`config.mk`:
```
export PLATFORM = sky130hd
export DESIGN_NAME = seq_booth_divider
export DESIGN_NICKNAME = d
export VERILOG_FILES = /design/src/rtl/arith_pkg.sv /design/src/rtl/div_restore_step.sv /design/src/rtl/seq_booth_divider.sv
export SDC_FILE = /design/constraint.sdc
export NUM_CORES = 1
export LEC_CHECK = 0
export BUFFER_PORTS_ARGS = -buffer_cell sky130_fd_sc_hd__clkbuf_2
export CAP_MARGIN = 20
export CORE_UTILIZATION = 40
export DETAILED_ROUTE_END_ITERATION = 16
export GPL_TIMING_DRIVEN = 0
export RECOVER_POWER = 100
export SETUP_SLACK_MARGIN = 0.3
export SLEW_MARGIN = 30
export SYNTH_ARGS = -nofsm -noshare
export SYNTH_HDL_FRONTEND = slang
export SYNTH_SLANG_ARGS = --single-unit
```
`constraint.sdc`:
```
create_clock -name clk -period 6.9 [get_ports clk]
set_clock_uncertainty 0.15 [all_clocks]
set_input_delay 0.69 -clock clk [delete_from_list [all_inputs] [get_ports clk]]
set_output_delay 0.69 -clock clk [all_outputs]
set_load 0.01 [all_outputs]
```
`src/rtl/arith_pkg.sv`:
```
// Shared arithmetic-unit definitions: sequencer states, sizing constants and
// two's-complement helpers used by the divider (and later the sequential
// Booth multiplier).
package arith_pkg;

   // Sequencer states for multi-cycle arithmetic operations.
   typedef enum logic [1:0] {
      IDLE = 2'd0,
      CALC = 2'd1,
      FIX  = 2'd2,
      DONE = 2'd3
   } state_t;

   // Default datapath width and its step-counter width.
   localparam int ARITH_WIDTH = 32;
   localparam int ARITH_CNT_W = $clog2(ARITH_WIDTH);

   // Helpers operate on a 64-bit carrier; callers zero-extend their operand
   // into it and truncate the result back, which is exact modulo 2^WIDTH
   // for any WIDTH up to 64.
   localparam int ARITH_MAX_W = 64;
   typedef logic [ARITH_MAX_W-1:0] word_t;

   // Two's-complement negation.
   function automatic word_t neg(input word_t x);
      return ~x + word_t'(1);
   endfunction

   // Magnitude of a w-bit value: negated only when signed and negative.
   function automatic word_t abs_val(input word_t x, input logic signed_op, input int w);
      return (signed_op && x[w-1]) ? neg(x) : x;
   endfunction

endpackage

```
`src/rtl/div_restore_step.sv`:
```
// One radix-2 restoring division step: shift {rem,quo} left by one, try
// subtracting the divisor magnitude, keep the difference if it is not
// negative and record the outcome as the new quotient LSB.
module div_restore_step
   import arith_pkg::*;
#(
   parameter int WIDTH = ARITH_WIDTH
) (
   input  logic [WIDTH-1:0] rem,
   input  logic [WIDTH-1:0] quo,
   input  logic [WIDTH-1:0] divisor_mag,
   output logic [WIDTH-1:0] rem_next,
   output logic [WIDTH-1:0] quo_next
);

   // Partial remainder after the shift; one extra bit because the shifted
   // value can reach 2*divisor_mag-1, which may exceed WIDTH bits.
   logic [WIDTH:0] rem_sh;
   logic           fits;

   // Trial subtraction; "trial >= 0" is the unsigned compare rem_sh >= divisor.
   always_comb begin
      // NOTE: every always_comb output gets a default first so that no path
      // leaves it unassigned, which would otherwise infer a latch.
      rem_sh   = '0;
      fits     = 1'b0;
      rem_next = '0;
      quo_next = '0;

      rem_sh = {rem, quo[WIDTH-1]};
      fits   = (rem_sh >= {1'b0, divisor_mag});
      if (fits) begin
         // When the divisor fits, the difference is below divisor_mag and
         // therefore fits back into WIDTH bits.
         rem_next = WIDTH'(rem_sh - {1'b0, divisor_mag});
         quo_next = {quo[WIDTH-2:0], 1'b1};
      end else begin
         rem_next = rem_sh[WIDTH-1:0];
         quo_next = {quo[WIDTH-2:0], 1'b0};
      end
   end

endmodule

```
`src/rtl/seq_booth_divider.sv`:
```
// Multi-cycle signed/unsigned integer divider. Divides magnitudes with one
// restoring step per cycle, then applies signs in a fix-up cycle. Follows
// the Booth multiplier's overflow convention for MIN / -1.
// WIDTH must be even, >= 4 and <= 64.
module seq_booth_divider
   import arith_pkg::*;
#(
   parameter int WIDTH = ARITH_WIDTH
) (
   input  logic             clk,
   input  logic             rst_n,
   input  logic             start,
   input  logic             signed_op,
   input  logic [WIDTH-1:0] dividend,
   input  logic [WIDTH-1:0] divisor,
   output logic             busy,
   output logic             done,
   output logic [WIDTH-1:0] quotient,
   output logic [WIDTH-1:0] remainder,
   output logic             div_by_zero,
   output logic             overflow
);

   localparam int             CNT_W   = $clog2(WIDTH);
   localparam logic [WIDTH-1:0] MIN_VAL = {1'b1, {(WIDTH-1){1'b0}}};

   state_t           state;
   logic [CNT_W-1:0] step_cnt;
   logic [WIDTH-1:0] rem_q;
   logic [WIDTH-1:0] quo_q;
   logic [WIDTH-1:0] dmag_q;
   logic             q_neg;
   logic             r_neg;
   logic             ovf_pend;

   logic [WIDTH-1:0] dividend_mag;
   logic [WIDTH-1:0] divisor_mag;
   logic [WIDTH-1:0] quo_signed;
   logic [WIDTH-1:0] rem_signed;
   logic [WIDTH-1:0] step_rem;
   logic [WIDTH-1:0] step_quo;

   // Operand magnitudes at acceptance and signed results for the fix-up cycle.
   always_comb begin
      dividend_mag = WIDTH'(abs_val(word_t'(dividend), signed_op, WIDTH));
      divisor_mag  = WIDTH'(abs_val(word_t'(divisor), signed_op, WIDTH));
      quo_signed   = q_neg ? WIDTH'(neg(word_t'(quo_q))) : quo_q;
      rem_signed   = r_neg ? WIDTH'(neg(word_t'(rem_q))) : rem_q;
   end

   // Single restoring step, reused on every CALC cycle.
   div_restore_step #(
      .WIDTH (WIDTH)
   ) u_step (
      .rem         (rem_q),
      .quo         (quo_q),
      .divisor_mag (dmag_q),
      .rem_next    (step_rem),
      .quo_next    (step_quo)
   );

   // Sequencer with registered handshake and result outputs.
   always_ff @(posedge clk) begin
      // NOTE: sequential state uses non-blocking assignments so every
      // register samples the pre-edge values, independent of statement order.
      if (!rst_n) begin
         state       <= IDLE;
         step_cnt    <= '0;
         rem_q       <= '0;
         quo_q       <= '0;
         dmag_q      <= '0;
         q_neg       <= 1'b0;
         r_neg       <= 1'b0;
         ovf_pend    <= 1'b0;
         busy        <= 1'b0;
         done        <= 1'b0;
         quotient    <= '0;
         remainder   <= '0;
         div_by_zero <= 1'b0;
         overflow    <= 1'b0;
      end else begin
         done <= 1'b0;
         case (state)
            IDLE: begin
               if (start) begin
                  // The quotient register starts as the dividend magnitude and
                  // is shifted out into the remainder one bit per step.
                  rem_q       <= '0;
                  quo_q       <= dividend_mag;
                  dmag_q      <= divisor_mag;
                  q_neg       <= signed_op & (dividend[WIDTH-1] ^ divisor[WIDTH-1]);
                  r_neg       <= signed_op & dividend[WIDTH-1];
                  ovf_pend    <= signed_op & (dividend == MIN_VAL) & (divisor == '1);
                  step_cnt    <= CNT_W'(WIDTH - 1);
                  div_by_zero <= 1'b0;
                  overflow    <= 1'b0;
                  if (divisor == '0) begin
                     quotient    <= '1;
                     remainder   <= dividend;
                     div_by_zero <= 1'b1;
                     done        <= 1'b1;
                     state       <= DONE;
                  end else begin
                     busy  <= 1'b1;
                     state <= CALC;
                  end
               end
            end

            CALC: begin
               rem_q    <= step_rem;
               quo_q    <= step_quo;
               step_cnt <= step_cnt - 1'b1;
               if (step_cnt == '0) begin
                  state <= FIX;
               end
            end

            FIX: begin
               overflow <= ovf_pend;
               if (ovf_pend) begin
                  quotient  <= MIN_VAL;
                  remainder <= '0;
               end else begin
                  quotient  <= quo_signed;
                  remainder <= rem_signed;
               end
               busy  <= 1'b0;
               done  <= 1'b1;
               state <= DONE;
            end

            DONE: begin
               state <= IDLE;
            end

            default: begin
               state <= IDLE;
            end
         endcase
      end
   end

endmodule

```
==> metrics.txt <==
R2R cell count 13; CTS hold repair buffers 0; count leader, synth dfxtp_1; vias in the first global route 11270; final-stage net count 1807; total CTS buffers 17; Unique masters post-synth 73; CP peak stage delay 690 ps; Cell Chain, Critical Path clkbuf_1, or4_1, nor3_1, nand4_1, nor3_1, and2_0, a21o_1, clkbuf_1, clkbuf_1, clkbuf_1, nand2_2, a21oi_2; clk buf depth 2; Hold/Removal Path Class flop to flop; actual slew at the worst max-slew pin 1275 ps; height of the die 172.7 um; Power per Cell Area 346.2 nW/um^2; Crit Path Class input pin to flop; R2R Setup Slk 2170 ps; Synth Register Bits 174; period utilization 70.56%; Crit path required time 7120 ps; count of final hold-check violations 0; number of diodes 0; Post-synth top cells dfxtp_1, nand2_1, nor2_1; TNS Setup 0 ps; Synth area leader dfxtp_1; Post-synth top flop dfxtp_1; die width 172.7 um; RR Startpoint state[0]; CTS clk-pin slew, worst paths 70 ps; GRT Max-Usage Layer met2; Critical Path Sink remainder[19]; status completed; met2 Use GR 46.09%; leakage power 5.007 nW; kind of cell adding the most delay to the critical path simple AND/OR/NAND/NOR gates; Startpoint Class input pin; PortBufs 134; die area 29830 sq um; H-Tree Depth 4; Site Rows 62; top post-synthesis cells by area dfxtp_1, xnor2_1, o21ai_0; Final HPWL DP 32750 um; Worst Path Arrival 5090 ps; Synth Area per Inst 7.556 sq um; antenna violations before repair 0; share of the synthesized area in the top cell type 29.88%; core area 28700 sq um; # fillers 3072; register area share after synthesis 29.88%; CP Max Fanout 10; count of pins over their slew limit 0; Mapped Nets 1654; worst hold path cell count 2; CTS tree done; Post-synth EDFFs 0; post-synthesis cell count 1543; crit-path most repeated cell clkbuf_1; vias per cell 5.783; Routed wire per std cell 19.92 um; WL final 41700 um; critical path depth 12; grt ovf 0; Setup crit end kind flop; clock root buffer clkbuf_16; Placer Congestion 0.9570; post-synthesis cell area 11660 sq um; CP Launch Point divisor[5]; Tmin final 4869 ps; DR iter-0 viols 924; max_slew headroom 14.08%; Async S/R FF share, synth 0%; Resize count post-CTS 0; P&R area growth vs syn 13.10%; global-route wire length before repair 64580 um; unrepaired setup endpoints after global routing false; Synth Warn # 0; Clk Latency, worst-skew pair 440 ps; DRT antenna net count 0; Worst VDD drop 0.1763 mV; met3 usage 2.814%; Power, Total 4.565 mW; gr usage total 27.47%; final setup violation count 0; clock tree sinks 174; num ports 136; DRC violations left 0; met1 Usage GRT 36.39%; largest net degree at the start of global routing 19; drt pass-1 iters 6; via count 12100; post-CTS setup buffer count 0; crit path buf inv count 4; initial core utilization 40.62%; Worst path slowest cell clkbuf_1; Max-Cap Viols 0; Worst R2R End remainder[19]; layout cells sized above 1 7.431%; Fmax 0.2054 GHz
-- registers in the layout (all words and copies together), names as in the netlist --
register / count
ovf_pend: 1
quo_q: 32
state: 2
q_neg: 1
busy: 1
dmag_q: 32
done: 1
overflow: 1
remainder: 32
step_cnt: 5
rem_q: 32
div_by_zero: 1
quotient: 32
r_neg: 1
-- layout make-up --
cell class	instances	area (sq um)	share of cell area, %
Multi-Input combinational cell	1193	7405	56.15
Sequential cell	174	3483	26.42
Timing Repair Buffer	134	583.1	4.422
Tap cell	384	480.5	3.644
Clock buffer	17	425.4	3.226
Buffer	100	376.6	2.856
Inverter	76	285.3	2.163
Clock inverter	15	147.6	1.120
-- worst register-to-register path, cell delays in order (launching register included) --
cell	delay (ps)
dfxtp_1	340
inv_1	80
ha_1	140
clkbuf_1	290
inv_1	240
or4_1	500
nor3_1	510
and2_0	410
a21o_1	130
clkbuf_1	450
clkbuf_1	460
clkbuf_1	690
nand2_2	120
a21oi_2	160
-- report_power, final --
part           total [mW]  switching (mW)  leakage (nW)  internal, mW
combinational        2.13            1.41          3.32         0.720
clock               0.964           0.484         0.270         0.480
sequential           1.47           0.221          1.42          1.25
-- per-stage QoR --
| stage | hold WS [ps] | area [sq um] | instances | util (%) | setup slack, ps |
|---|---|---|---|---|---|
| floorplan | 281.9 | 11660 | 1543 | - | 3754 |
| global placement | 290.5 | 12810 | 2061 | 44.63 | 2923 |
| detailed placement | 298.1 | 12810 | 2061 | 44.63 | 2906 |
| CTS | 306.0 | 13380 | 2093 | 46.63 | 2842 |
| global route | 325.9 | 13190 | 2093 | 45.94 | 1885 |
| finish | 305.5 | 13190 | 2093 | 45.94 | 2031 |
-- worst min path at each step --
stage           startpoint           to  slack, ps
6_report       quotient[0]  quotient[0]        310
4_1_cts         dmag_q[31]   dmag_q[31]        310
2_1_floorplan   dmag_q[28]   dmag_q[28]        280
3_3_place_gp    dmag_q[31]   dmag_q[31]        290
5_1_grt         dmag_q[31]   dmag_q[31]        330
3_5_place_dp    dmag_q[31]   dmag_q[31]        300
-- layer usage --
| layer | wire length, um | up-vias | share of wire (%) |
|---|---|---|---|
| met4 | 1373 | 0 | 3.3 |
| met2 | 19420 | 432 | 47 |
| met1 | 18640 | 5727 | 45 |
| met3 | 2272 | 76 | 5.4 |
| met5 | 0 | - | 0 |
| li1 | - | 5868 | - |
-- logic make-up (layout without fill, tap and decap cells) --
kind of cell	after synthesis	in the layout	share of synthesized area (%)
AO/OA/AOI/OAI	447	447	25.34
XOR/XNOR	141	141	10.59
adder cells (fa/ha/maj)	43	43	4.679
buffers and inverters	176	342	6.214
flip-flops	174	174	29.88
multiplexers	11	11	0.9552
AND/OR/NAND/NOR	551	551	22.34
-- cell usage in the layout (no fill, tap or decap), drive strengths merged, types with 8 or more instances in the layout --
cell type	Yosys	layout
a211oi	33	33
a21o	16	16
a21oi	100	100
a221oi	20	20
a31oi	15	15
a32oi	14	14
and3	13	13
clkbuf	84	245
dfxtp	174	174
ha	42	42
inv	76	84
mux2i	10	10
nand2	156	156
nand3	80	80
nand4	19	19
nor2	145	145
nor3	60	60
nor4	11	11
o211ai	8	8
o21a	10	10
o21ai	131	131
o31ai	33	33
o41ai	17	17
or3	11	11
or4	20	20
xnor2	84	84
xor2	57	57
(Power assumes the default switching activity.)
